==> src/rtl/rs232rx_ctrl.sv <==
// RS-232 receiver: two-flop input synchronizer, mid-bit sampling FSM and a small
// receive FIFO with RTS flow control, frame-error and overrun pulses.
module rs232rx_ctrl #(
    parameter int CLOCK_FREQ = 133000000,
    parameter int BAUD_RATE  = 115200,
    parameter int FIFO_DEPTH = 4
) (
    input  logic       clock,
    input  logic       resetn,
    input  logic       rxd_pin,
    output logic       rtsn_pin,
    output logic [7:0] odata,
    output logic       ovalid,
    input  logic       oready,
    output logic       frame_err,
    output logic       overrun
);
    localparam int FULL   = CLOCK_FREQ / BAUD_RATE;
    localparam int HALF   = FULL / 2;
    localparam int CNT_W  = $clog2(FULL);
    localparam int PTR_W  = $clog2(FIFO_DEPTH);
    localparam int FCNT_W = $clog2(FIFO_DEPTH + 1);

    localparam logic [CNT_W-1:0]  FULL_M1 = CNT_W'(FULL - 1);
    localparam logic [CNT_W-1:0]  HALF_M1 = CNT_W'(HALF - 1);
    localparam logic [CNT_W-1:0]  CNT_ONE = CNT_W'(1);
    localparam logic [FCNT_W-1:0] DEPTH_C = FCNT_W'(FIFO_DEPTH);
    localparam logic [FCNT_W-1:0] RTS_LVL = FCNT_W'(FIFO_DEPTH - 1);
    localparam logic [FCNT_W-1:0] FCNT_ONE = FCNT_W'(1);
    localparam logic [PTR_W-1:0]  PTR_ONE = PTR_W'(1);

    typedef enum logic [2:0] {IDLE, START, DATA, STOP, WAIT_HIGH} state_t;

    state_t             state_q;
    logic [CNT_W-1:0]   cnt_q;
    logic [2:0]         bit_idx_q;
    logic [7:0]         shreg_q;
    logic               frame_err_q;
    logic               overrun_q;
    logic               rxd_meta_q;
    logic               rxd_q;
    logic [7:0]         mem_q [FIFO_DEPTH];
    logic [PTR_W-1:0]   wr_ptr_q;
    logic [PTR_W-1:0]   rd_ptr_q;
    logic [FCNT_W-1:0]  fcount_q;
    logic [FCNT_W-1:0]  fcount_d;
    logic               rtsn_q;

    logic tick;
    logic fifo_full;
    logic push;
    logic pop;

    always_ff @(posedge clock or negedge resetn) begin
        if (!resetn) begin
            rxd_meta_q <= 1'b1;
            rxd_q      <= 1'b1;
        end else begin
            rxd_meta_q <= rxd_pin;
            rxd_q      <= rxd_meta_q;
        end
    end

    assign tick      = (cnt_q == '0);
    assign fifo_full = (fcount_q == DEPTH_C);
    // A pop in the same cycle does not free a slot for this push.
    assign push      = (state_q == STOP) && tick && rxd_q && !fifo_full;
    assign pop       = (fcount_q != '0) && oready;

    always_ff @(posedge clock or negedge resetn) begin
        if (!resetn) begin
            state_q     <= IDLE;
            cnt_q       <= '0;
            bit_idx_q   <= '0;
            shreg_q     <= '0;
            frame_err_q <= 1'b0;
            overrun_q   <= 1'b0;
        end else begin
            frame_err_q <= 1'b0;
            overrun_q   <= 1'b0;
            case (state_q)
                IDLE: begin
                    if (!rxd_q) begin
                        state_q <= START;
                        cnt_q   <= HALF_M1;
                    end
                end
                START: begin
                    if (!tick) begin
                        cnt_q <= cnt_q - CNT_ONE;
                    end else if (!rxd_q) begin
                        state_q   <= DATA;
                        cnt_q     <= FULL_M1;
                        bit_idx_q <= '0;
                    end else begin
                        state_q <= IDLE;
                    end
                end
                DATA: begin
                    if (!tick) begin
                        cnt_q <= cnt_q - CNT_ONE;
                    end else begin
                        shreg_q   <= {rxd_q, shreg_q[7:1]};
                        cnt_q     <= FULL_M1;
                        bit_idx_q <= bit_idx_q + 3'd1;
                        if (bit_idx_q == 3'd7) begin
                            state_q <= STOP;
                        end
                    end
                end
                STOP: begin
                    if (!tick) begin
                        cnt_q <= cnt_q - CNT_ONE;
                    end else if (rxd_q) begin
                        overrun_q <= fifo_full;
                        state_q   <= IDLE;
                    end else begin
                        frame_err_q <= 1'b1;
                        state_q     <= WAIT_HIGH;
                    end
                end
                WAIT_HIGH: begin
                    if (rxd_q) begin
                        state_q <= IDLE;
                    end
                end
                default: state_q <= IDLE;
            endcase
        end
    end

    always_ff @(posedge clock) begin
        if (push) begin
            mem_q[wr_ptr_q] <= shreg_q;
        end
    end

    always_comb begin
        fcount_d = fcount_q;
        case ({push, pop})
            2'b10:   fcount_d = fcount_q + FCNT_ONE;
            2'b01:   fcount_d = fcount_q - FCNT_ONE;
            default: fcount_d = fcount_q;
        endcase
    end

    always_ff @(posedge clock or negedge resetn) begin
        if (!resetn) begin
            wr_ptr_q <= '0;
            rd_ptr_q <= '0;
            fcount_q <= '0;
            rtsn_q   <= 1'b1;
        end else begin
            if (push) begin
                wr_ptr_q <= wr_ptr_q + PTR_ONE;
            end
            if (pop) begin
                rd_ptr_q <= rd_ptr_q + PTR_ONE;
            end
            fcount_q <= fcount_d;
            rtsn_q   <= (fcount_d >= RTS_LVL);
        end
    end

    // Head byte is forced to zero while empty so reset and idle read back as 0.
    assign ovalid    = (fcount_q != '0);
    assign odata     = ovalid ? mem_q[rd_ptr_q] : 8'h00;
    assign rtsn_pin  = rtsn_q;
    assign frame_err = frame_err_q;
    assign overrun   = overrun_q;

endmodule

==> config.mk <==
export PLATFORM = sky130hd
export DESIGN_NAME = rs232rx_ctrl
export DESIGN_NICKNAME = d
export VERILOG_FILES = /design/src/rtl/rs232rx_ctrl.sv
export SDC_FILE = /design/constraint.sdc
export NUM_CORES = 1
export LEC_CHECK = 0
export CAP_MARGIN = 20
export CORE_MARGIN = 3
export CORE_UTILIZATION = 52
export CTS_CLUSTER_DIAMETER = 120
export CTS_CLUSTER_SIZE = 20
export DETAILED_ROUTE_END_ITERATION = 12
export PLACE_DENSITY = 0.73
export REMOVE_ABC_BUFFERS = 1
export SLEW_MARGIN = 10
export SYNTH_ARGS = -nofsm -noshare
export SYNTH_HDL_FRONTEND = slang
export SYNTH_SLANG_ARGS = --single-unit
==> constraint.sdc <==
create_clock -name clock -period 4.1 [get_ports clock]
set_input_delay 0.41 -clock clock [delete_from_list [all_inputs] [get_ports clock]]
set_output_delay 0.41 -clock clock [all_outputs]
set_load 0.05 [all_outputs]
== After elaboration in Yosys (flattened, before gate mapping) ==
Memory sizes are Yosys's and may differ from the RTL's.
Index checks and enable logic that the tools add are counted.

* Register bits: 37
* Memories: 1
* Bits of input ports: 4
* Output and inout port bits: 12
* RAM bits: 32

{| class="wikitable"
|+ Memory list
! memory !! depth !! width !! read ports !! clocked after Yosys merged registers in !! write ports !! line !! RTL
|-
| mem_q || 4 || 8 || 1 || 0 || 1 || 42 || <nowiki>logic [7:0] mem_q [FIFO_DEPTH];</nowiki>
|}

* Eq/ne operators: 17
* $lt $le $gt $ge: 1
* Reductions and logical operators: 14
* Mux-type cells: 29
* Add/sub/neg operators: 6

{| class="wikitable"
|+ Operator list
! kind !! count
|-
| 2-to-1 mux 11 bit || 5
|-
| case mux 11 bit (4 select lines) || 1
|-
| 2-to-1 mux 3 bit || 10
|-
| != test 2 bit (second input constant) || 8
|-
| case mux 3 bit (5 select lines) || 1
|-
| case mux 3 bit (2 select lines) || 2
|-
| zero test 11 bit || 1
|-
| subtractor 11 x 1 -> 11 bit (second input constant) || 1
|-
| equality test 3 bit (second input constant) || 3
|-
| 2-to-1 mux 1 bit || 8
|-
| 2-to-1 mux 8 bit || 1
|-
| AND reduction 4 bit || 2
|-
| adder 3 x 1 -> 3 bit (second input constant) || 2
|-
| equality test 3 x 2 -> 1 bit (second input constant) || 2
|-
| AND reduction 6 bit || 1
|-
| adder 2 x 1 -> 2 bit (second input constant) || 2
|-
| logical AND 1 bit || 4
|-
| nonzero test 4 bit || 1
|-
| equality test 3 x 1 -> 1 bit (second input constant) || 1
|-
| greater-or-equal comparator 3 x 2 -> 1 bit (second input constant) || 1
|-
| zero test 3 bit || 1
|-
| != test 3 bit (second input constant) || 1
|-
| nonzero test 3 bit || 1
|-
| subtractor 3 x 1 -> 3 bit (second input constant) || 1
|-
| 6 further kinds || 6
|}

== Longest topological paths before layout ==
Gate-level depths: netlist of run 1.

* Word-level depth: 7
* Mapped depth: 12
* Gate-level depth less buffers: 12

== Least setup slack after synthesis of run 1 ==
Ideal clock, no wire load.

* Path type: register to register
* Start point: register cnt_q[0]
* End point: register rtsn_q (netlist: rtsn_pin)
* Path slack: 1.335 ns
* Arrival: 2.688 ns
* Path buffers: 0
* Cell stages (with the launch flop): 13
* Setup time: 0.077 ns
* Path through: dfrtp_1 > inv_1 > ha_1 > nor4b_4 > nand3_4 > nor3b_2 > inv_1 > ha_1 > fa_1 > xnor2_1 > nor2_1 > xor2_1 > a21o_1

* Longest elaborated chain between the ends: 7

{| class="wikitable"
|+ RTL lines
! what !! line !! RTL
|-
| from (decl) || 35 || <nowiki>logic [CNT_W-1:0] cnt_q;</nowiki>
|-
| from (signal assigned) || 90 || <nowiki>cnt_q <= cnt_q - CNT_ONE;</nowiki>
|-
| from (signal assigned) || 101 || <nowiki>cnt_q <= cnt_q - CNT_ONE;</nowiki>
|-
| from (signal assigned) || 113 || <nowiki>cnt_q <= cnt_q - CNT_ONE;</nowiki>
|-
| zero test 11 bit * || 64 || <nowiki>assign tick = (cnt_q == '0);</nowiki>
|-
| logical AND 1 bit * (3 in series) || 67 || <nowiki>assign push = (state_q == STOP) && tick && rxd_q && !fifo_full;</nowiki>
|-
| equality test 2 x 1 -> 1 bit / equality test 2 bit (equally long branches) || 140 || <nowiki>case ({push, pop})</nowiki>
|-
| case mux 3 bit (2 select lines) * || 140 ||
|-
| net fcount_d[2] || 46 || <nowiki>logic [FCNT_W-1:0] fcount_d;</nowiki>
|-
| greater-or-equal comparator 3 x 2 -> 1 bit * || 161 || <nowiki>rtsn_q <= (fcount_d >= RTS_LVL);</nowiki>
|-
| to (signal assigned) || 161 ||
|-
| to (decl) || 47 || <nowiki>logic rtsn_q;</nowiki>
|}

The timed path passes the listed nets; every way through them passes the cells marked *.
A chain may end at the register's enable or synchronous reset.

== Worst setup path after layout of run 1 ==
Ends and elaborated chain as after synthesis.

==> flow_summary.yaml, run 1 <==
final_layout:
  nNetsFinal: 258
  fin_util_pct: 61.95
  stdcell_area_sq_um: 3537
  n_antenna_cell: 0
  drive_gt1_share_pct: 16.47
  area_growth_pct: 10.86
  layout.cells.non_filler: 321
drt:
  drt_iter0_markers: 135
  dr_total_vias: 1866
  dr.pass1.iters: 4
  drc: 0
  vias_per_cell: 5.813
  wl_per_cell_um: 17.40
  ant_nets: 0
  drt_wl_total_um: 5585
die:
  die_h_um: 84.33
  ios: 16
  design.die.area_sq_um: 7112
  design.core.area_sq_um: 5709
  start_util_pct: 55.88
  rows: 27
  fp.dieW_um: 84.33
synthesis:
  synthCells: 227
  synth-edff-count: 32
  synth-seq-area-share_pct: 59.25
  synthFlopType: "dfrtp_1"
  synth_top_cell_by_area: "edfxtp_1"
  synthTopCellsByArea: "edfxtp_1 (30%), dfrtp_1 (27%), mux4_2 (5.6%)"
  ys_ff_latch: 69
  yosys_warnings: 0
  syn-cell-area_sq_um: 3191
  netlist.area_leader.share_pct: 30.12
  yosysUniqueCellTypes: 48
  synth_async_sr_flop_share_pct: 53.62
  avgSynthCellArea_sq_um: 14.06
  synth.most_common_cell: "dfrtp_1"
  yosys-top-cells-count: "dfrtp_1 (34), edfxtp_1 (32), and2_1 (13)"
timing:
  drv_slew: 0
  worstMarginPinSlew_ps: 800.6
  hold_ws_ps: 158.7
  rsz0062_at_grt: "no"
  timing.final.ws_setup_ps: 986.1
  period_share_pct: 75.95
  max_clock_freq_mhz: 321.1
  setup_tns_ps: 0
  finalHoldViolCount: 0
  period_needed_ps: 3114
  relSlewSlack_pct: 46.62
  setup_viol: 0
  skew_ps: 8.407
placement:
  dp.cells: 305
  routabilityCongestion: 0.8748
  io_buffers: 15
  dp_slack_ps: 1002
  hpwl_um: 3812
  dpl-instance-area_sq_um: 3377
clock_tree:
  cts_buffer_depth: 2
  cts-root-buf: "clkbuf_8"
  post_cts_buffers: 0
  cts-htree-levels: 3
  insertion_delay_ps: 340
  cts_sinks: 69
  numCtsBuffers: 9
  tritoncts: "done"
  cts_hold_buf: 0
  clk_pin_slew_ps: 70
  cts_resized: 0
critical_path:
  path_cells: "inv_1 -> ha_1 -> nor4b_4 -> nand3_4 -> nor3b_2 -> inv_1 -> ha_1 -> fa_1 -> xnor2_1 -> nor2_1 -> xor2_1 -> a21o_1"
  cpMaxStageDelayCell: "nor4b_4"
  rr_endpoint: "rtsn_pin"
  reg2reg_slack_ps: 990
  r2r_cells: 12
  regToRegStartpoint: "cnt_q[0]"
  path_max_fanout: 10
  cpPeakStageDelay_ps: 430
  arrival_ps: 3400
  cp-start-kind: "flip-flop"
  worst_setup_path_end_kind: "flip-flop"
  cp.required_ps: 4380
  worstSetupPathType: "reg2reg"
power:
  powerDensity_nw_per_um2: 474.6
  irDropWorstVdd_uv: 317.4
  power_mw: 1.679
  p_leak_nw: 1.299
global_routing:
  first_global_vias: 1880
  antenna_found_initial: 0
  grt.overflow.total: 0
  grt_pass1_wl_um: 9584
  grt.total_usage_pct: 17.69
  grt_max_degree: 38
flow_run:
  drv_cap: 0
min_path:
  hold_path.class: "in2async"
outcome:
  status: "complete, no violations"
-- layout by cell type, fill, tap and decap left out, types with 4 or more instances in the layout --
cell type | netlist | final
dfrtp_1 | 34 | 34
edfxtp_1 | 32 | 32
clkdlybuf4s50_1 | 0 | 14
and2_1 | 13 | 13
nor2_1 | 12 | 12
inv_1 | 10 | 10
a31oi_1 | 9 | 9
ha_1 | 9 | 9
clkbuf_8 | 0 | 9
mux4_2 | 8 | 8
mux2_4 | 8 | 8
nand2_1 | 7 | 7
nor3_1 | 6 | 6
xnor2_1 | 4 | 4
mux2_2 | 4 | 4
or3_1 | 4 | 4
nand4_1 | 4 | 4
o21ai_0 | 4 | 4
-- area by class of cell --
type | count | area, sq um
well taps | 72 | 90.09
clock inverters | 4 | 25.02
fillers | 434 | 2172
clock buffers | 12 | 135.1
multi-input cells | 139 | 1214
inverters | 10 | 37.54
flip-flops and latches | 69 | 1891
repair buffers | 15 | 145.1
-- power breakdown --
part           internal (mW)  leakage [nW]  switching, mW
combinational          0.165         0.518          0.227
sequential             0.756         0.703         0.0706
clock                  0.218        0.0780          0.242
total                   1.14          1.30          0.539
-- layer usage --
metal	vias to the layer above	routed length [um]	GRT usage [%]
li1	899	-	-
met2	48	2838	27.91
met5	-	0	0
met1	911	2428	22.72
met3	8	210	4.122
met4	0	107	9.640
-- cells by family after synthesis --
logic type | count (synthesis) | synth area share (%)
compound gates | 39 | 8.785
xor+xnor | 7 | 1.922
fa+ha+maj | 10 | 4.157
buf+inv | 19 | 2.706
flops | 69 | 59.26
mux | 20 | 10.82
simple gates | 63 | 12.35
-- critical path, delay by kind of cell (launching register included) --
family | cells | cell delay (ps)
flip-flops | 1 | 410
AND/OR/NAND/NOR | 4 | 1190
XOR/XNOR | 2 | 330
buffers and inverters | 2 | 220
adder cells (fa/ha/maj) | 3 | 800
AO/OA/AOI/OAI | 1 | 110
-- registers in the layout, indices dropped and copies added, names as in the netlist --
signal / count
wr_ptr_q: 2
rtsn_pin: 1
overrun: 1
mem_q: 32
rxd_meta_q: 1
fcount_q: 3
cnt_q: 11
rd_ptr_q: 2
shreg_q: 8
frame_err: 1
rxd_q: 1
bit_idx_q: 3
state_q: 3
-- how the worst max path moves through the flow --
stage	startpoint	end	slack (ps)	cells past startpoint
finish	cnt_q[0]	rtsn_pin	990	12
global route	cnt_q[1]	rtsn_pin	710	12
CTS	cnt_q[0]	rtsn_pin	990	12
detailed placement	cnt_q[1]	rtsn_pin	1000	12
global placement	cnt_q[0]	rtsn_pin	1130	12
floorplan	cnt_q[0]	rtsn_pin	1340	12
Power figures use the tool's default switching activity.
==> run 2: changes to the inputs <==
Settings changed: PLACE_DENSITY 0.73 to 0.76.
Clock period 4.1 ns to 2.5 ns, I/O delays scaled along.
==> flow_summary.yaml, run 2 (synthesis gave the netlist of run 1 again) <==
timing:
  setup_viol: 0
  max_clock_freq_mhz: 409.3
  drv_slew: 0
  skew_ps: 11.94
  timing.final.ws_setup_ps: 56.84
  setup_tns_ps: 0
  period_share_pct: 97.73
  hold_ws_ps: -24.00
  relSlewSlack_pct: 46.86
  finalHoldViolCount: 34
  worstMarginPinSlew_ps: 797.0
  period_needed_ps: 2443
  rsz0062_at_grt: "yes"
critical_path:
  reg2reg_slack_ps: 60
  crit_cells: 12
  cp-start-kind: "flip-flop"
  cpMaxStageDelayCell: "dfrtp_1"
  worstSetupPathType: "reg2reg"
  worst_setup_path_end_kind: "flip-flop"
  path_buf_inv: 2
  critPathTopFamily: "simple AND/OR/NAND/NOR gates"
  path_max_fanout: 3
  r2r_cells: 12
  crit_start: "cnt_q[1]"
  cpPeakStageDelay_ps: 410
  regToRegStartpoint: "cnt_q[1]"
  cp.required_ps: 2800
  rr_endpoint: "rtsn_pin"
  endpoint: "rtsn_pin"
  path_cells: "inv_2 -> ha_4 -> nor4b_4 -> nand3_4 -> nor3b_4 -> inv_1 -> ha_2 -> fa_2 -> xnor2_1 -> nor2_1 -> xor2_1 -> a21o_1"
  arrival_ps: 2740
global_routing:
  grt.overflow.total: 0
  grt_max_degree: 38
  grt_pass1_wl_um: 10070
  first_global_vias: 2016
  antenna_found_initial: 0
  grt.total_usage_pct: 18.24
final_layout:
  multi_input_area_sq_um: 1242
  nNetsFinal: 281
  n_antenna_cell: 0
  layout_commonest_cell: "dfrtp_1"
  largest_reg_flops: 32
  fill_cells: 412
  area.sequential_sq_um: 1891
  reg.largest.list: "mem_q: 32 flops, cnt_q: 11 flops, shreg_q: 8 flops"
  drive_gt1_share_pct: 31.25
  area_growth_pct: 17.92
  regMostFlops: "mem_q"
  final_cell_mix: "dfrtp_1 (34), edfxtp_1 (32), buf_4 (31), nor2_1 (12)"
clock_tree:
  numCtsBuffers: 9
  cts_sinks: 69
  insertion_delay_ps: 350
  tritoncts: "done"
  cts-htree-levels: 3
  clk_pin_slew_ps: 80
  cts-root-buf: "clkbuf_8"
  cts_buffer_depth: 2
outcome:
  status: "finished, violations left"
  violations: "hold timing"
die:
  start_util_pct: 55.88
  fp.dieW_um: 84.33
  rows: 27
  design.die.area_sq_um: 7112
  design.core.area_sq_um: 5709
  ios: 16
  die_h_um: 84.33
drt:
  drt_iter0_markers: 125
  drc: 0
  dr.pass1.iters: 4
  dr_total_vias: 1968
  vias_per_cell: 5.721
  drt_wl_total_um: 5818
  ant_nets: 0
  wl_per_cell_um: 16.91
placement:
  io_buffers: 15
  hpwl_um: 3879
  dp_slack_ps: 4.113
  routabilityCongestion: 0.8964
flow_run:
  drv_cap: 0
power:
  p_leak_nw: 1.438
  powerDensity_nw_per_um2: 776.8
  irDropWorstVdd_uv: 531.0
min_path:
  hold_path.class: "in2async"
[run 2: layer usage]
metal / GRT usage, % / routed length [um]
met3: 4.122 / 279
met2: 29.12 / 2920
met1: 22.89 / 2467
met4: 10.65 / 151
met5: 0 / 0
[run 2: worst min-delay path by stage]
stage / from / to / slack (ps) / cells after the start
finish: resetn / cnt_q[3] / -20 / 1
global route: resetn / cnt_q[3] / 30 / 1
CTS: resetn / cnt_q[3] / 2 / 1
detailed placement: rxd_meta_q / rxd_q / 350 / 0
global placement: rxd_meta_q / rxd_q / 350 / 0
floorplan: resetn / bit_idx_q[0] / -50 / 0
[run 2: cell type report]
class                           count  share of cell area [%]
Tap cell                           72                   2.394
Timing Repair Buffer               38                   7.915
Multi-Input combinational cell    139                   33.02
Clock inverter                      7                   2.128
Sequential cell                    69                   50.25
Clock buffer                        9                   3.292
Inverter                           10                  0.9977
[run 2: repair_timing]
| action | CTS | global route |
|---|---|---|
| hold buffers | 0 | 0 |
| buffers inserted | 3 | 2 |
| pin swaps | 2 | 4 |
| endpoints found under the setup margin | 1 | 35 |
| gates resized for setup | 1 | 10 |
| gates cloned | 0 | 0 |
[run 2: through the flow]
stage          cells  utilization [%]  power (mW)  area (sq um)  hold WS (ps)
6_report         344            65.90       2.923          3762        -24.00
2_1_floorplan    218                -       1.816          3142        -45.59
3_5_place_dp     323            61.17       2.022          3492         346.8
4_1_cts          342            65.18       2.946          3721         1.856
3_3_place_gp     323            61.17       2.002          3492         346.2
5_1_grt          344            65.90       3.049          3762         32.20
[run 2: where the power goes]
| part | switching, mW | internal, mW | total (mW) |
|---|---|---|---|
| sequential | 0.115 | 1.24 | 1.36 |
| clock | 0.453 | 0.472 | 0.925 |
| combinational | 0.374 | 0.269 | 0.643 |
| total | 0.942 | 1.98 | 2.92 |
==> run 3: changes to the inputs <==
Settings changed: CORE_MARGIN 3 to unset, TNS_END_PERCENT set to 50.
==> flow_summary.yaml, run 3 (synthesis gave the netlist of run 1 again) <==
die:
  design.core.area_sq_um: 5921
  ios: 16
  design.die.area_sq_um: 6453
  fp.dieW_um: 80.33
  rows: 28
  die_h_um: 80.33
  start_util_pct: 53.89
final_layout:
  n_antenna_cell: 0
  final_cell_mix: "dfrtp_1 (34), edfxtp_1 (32), buf_4 (27), and2_1 (13), nor2_1 (12)"
  fill_cells: 436
  largest_reg_flops: 32
  reg.largest.list: "mem_q: 32 flops, cnt_q: 11 flops, shreg_q: 8 flops"
  area_growth_pct: 17.10
  layout_commonest_cell: "dfrtp_1"
  drive_gt1_share_pct: 29.10
  nNetsFinal: 277
  regMostFlops: "mem_q"
timing:
  relSlewSlack_pct: 44.64
  max_clock_freq_mhz: 419.5
  drv_slew: 0
  period_needed_ps: 2384
  skew_ps: 7.114
  timing.final.ws_setup_ps: 116.2
  rsz0062_at_grt: "yes"
  worstMarginPinSlew_ps: 830.4
  setup_tns_ps: 0
  hold_ws_ps: -7.402
  setup_viol: 0
  period_share_pct: 95.35
  finalHoldViolCount: 6
drt:
  drt_wl_total_um: 5795
  dr.pass1.iters: 4
  ant_nets: 0
  vias_per_cell: 5.708
  met1_length_um: 2464
  wl_met3_um: 203
  dr_total_vias: 1958
  top_layer_used: "met4"
  drc: 0
  wl_per_cell_um: 16.90
  drt_iter0_markers: 101
  wl_met2_um: 2955
placement:
  routabilityCongestion: 0.8732
  dp_slack_ps: 21.99
  hpwl_um: 3879
  io_buffers: 15
global_routing:
  grt_max_degree: 38
  antenna_found_initial: 0
  grt.total_usage_pct: 20.33
  grt.overflow.total: 0
  first_global_vias: 1902
  grt_pass1_wl_um: 9246
clock_tree:
  cts-htree-levels: 3
  clk_pin_slew_ps: 70
  tritoncts: "done"
  cts-root-buf: "clkbuf_8"
  insertion_delay_ps: 340
  cts_buffer_depth: 2
  numCtsBuffers: 9
  cts_sinks: 69
  cts_hold_buf: 0
power:
  power_mw: 2.904
  powerDensity_nw_per_um2: 777.3
  p_leak_nw: 1.416
  irDropWorstVdd_uv: 526.0
critical_path:
  cpMaxStageDelayCell: "dfrtp_1"
  path_buf_inv: 2
  cp-start-kind: "flip-flop"
  worstSetupPathType: "reg2reg"
  cpPeakStageDelay_ps: 400
  path_max_fanout: 3
  worst_setup_path_end_kind: "flip-flop"
  endpoint: "rtsn_pin"
  crit_cells: 12
  r2r_cells: 12
  cp.required_ps: 2800
  reg2reg_slack_ps: 120
  critPathTopFamily: "simple AND/OR/NAND/NOR gates"
  rr_endpoint: "rtsn_pin"
  arrival_ps: 2680
  regToRegStartpoint: "cnt_q[1]"
  path_cells: "inv_2 -> ha_4 -> nor4b_4 -> nand3_4 -> nor3b_4 -> inv_2 -> ha_4 -> fa_2 -> xnor2_2 -> nor2_1 -> xor2_1 -> a21o_1"
  crit_start: "cnt_q[1]"
outcome:
  status: "finished, violations left"
  violations: "hold timing"
flow_run:
  drv_cap: 0
min_path:
  hold_path.class: "in2async"
-- run 3: power breakdown --
group	internal (mW)	switching, mW
Sequential	1.24	0.114
Combinational	0.285	0.383
Clock	0.459	0.423
-- run 3: cell type report --
| class | count | area, sq um | share of cell area, % |
|---|---|---|---|
| Clock inverter | 6 | 63.81 | 1.708 |
| Clock buffer | 10 | 127.6 | 3.416 |
| Sequential cell | 69 | 1891 | 50.60 |
| Inverter | 10 | 37.54 | 1.005 |
| Tap cell | 75 | 93.84 | 2.512 |
| Multi-Input combinational cell | 139 | 1255 | 33.59 |
| Timing Repair Buffer | 34 | 267.8 | 7.167 |
-- run 3: worst min path at each step --
stage	startpoint	slack, ps	cells past startpoint	to
2_1_floorplan	resetn	-50	0	bit_idx_q[0]
3_3_place_gp	rxd_meta_q	350	0	rxd_q
3_5_place_dp	rxd_meta_q	350	0	rxd_q
4_1_cts	resetn	30	1	shreg_q[0]
5_1_grt	resetn	70	1	fcount_q[1]
6_report	resetn	-7	1	fcount_q[2]
-- run 3: timing repair --
| item | in CTS | in global routing |
|---|---|---|
| resized for setup | 0 | 10 |
| setup buffers | 0 | 2 |
| setup endpoints to repair | 0 | 2 |
-- run 3: metal layers --
metal	vias to the layer above	track usage, %
li1	937	-
met1	960	24.03
met2	46	33.59
met3	15	4.318
met4	0	13.04
met5	-	0
-- run 3: stage by stage --
stage	instance area [sq um]	hold WS, ps	utilization, %	cells
after detailed placement	3488	346.8	58.92	325
after global placement	3488	347.0	58.92	325
final	3736	-7.402	63.10	343
after global routing	3736	71.06	63.10	343
after floorplan	3142	-45.59	-	218
after CTS	3680	25.04	62.15	341
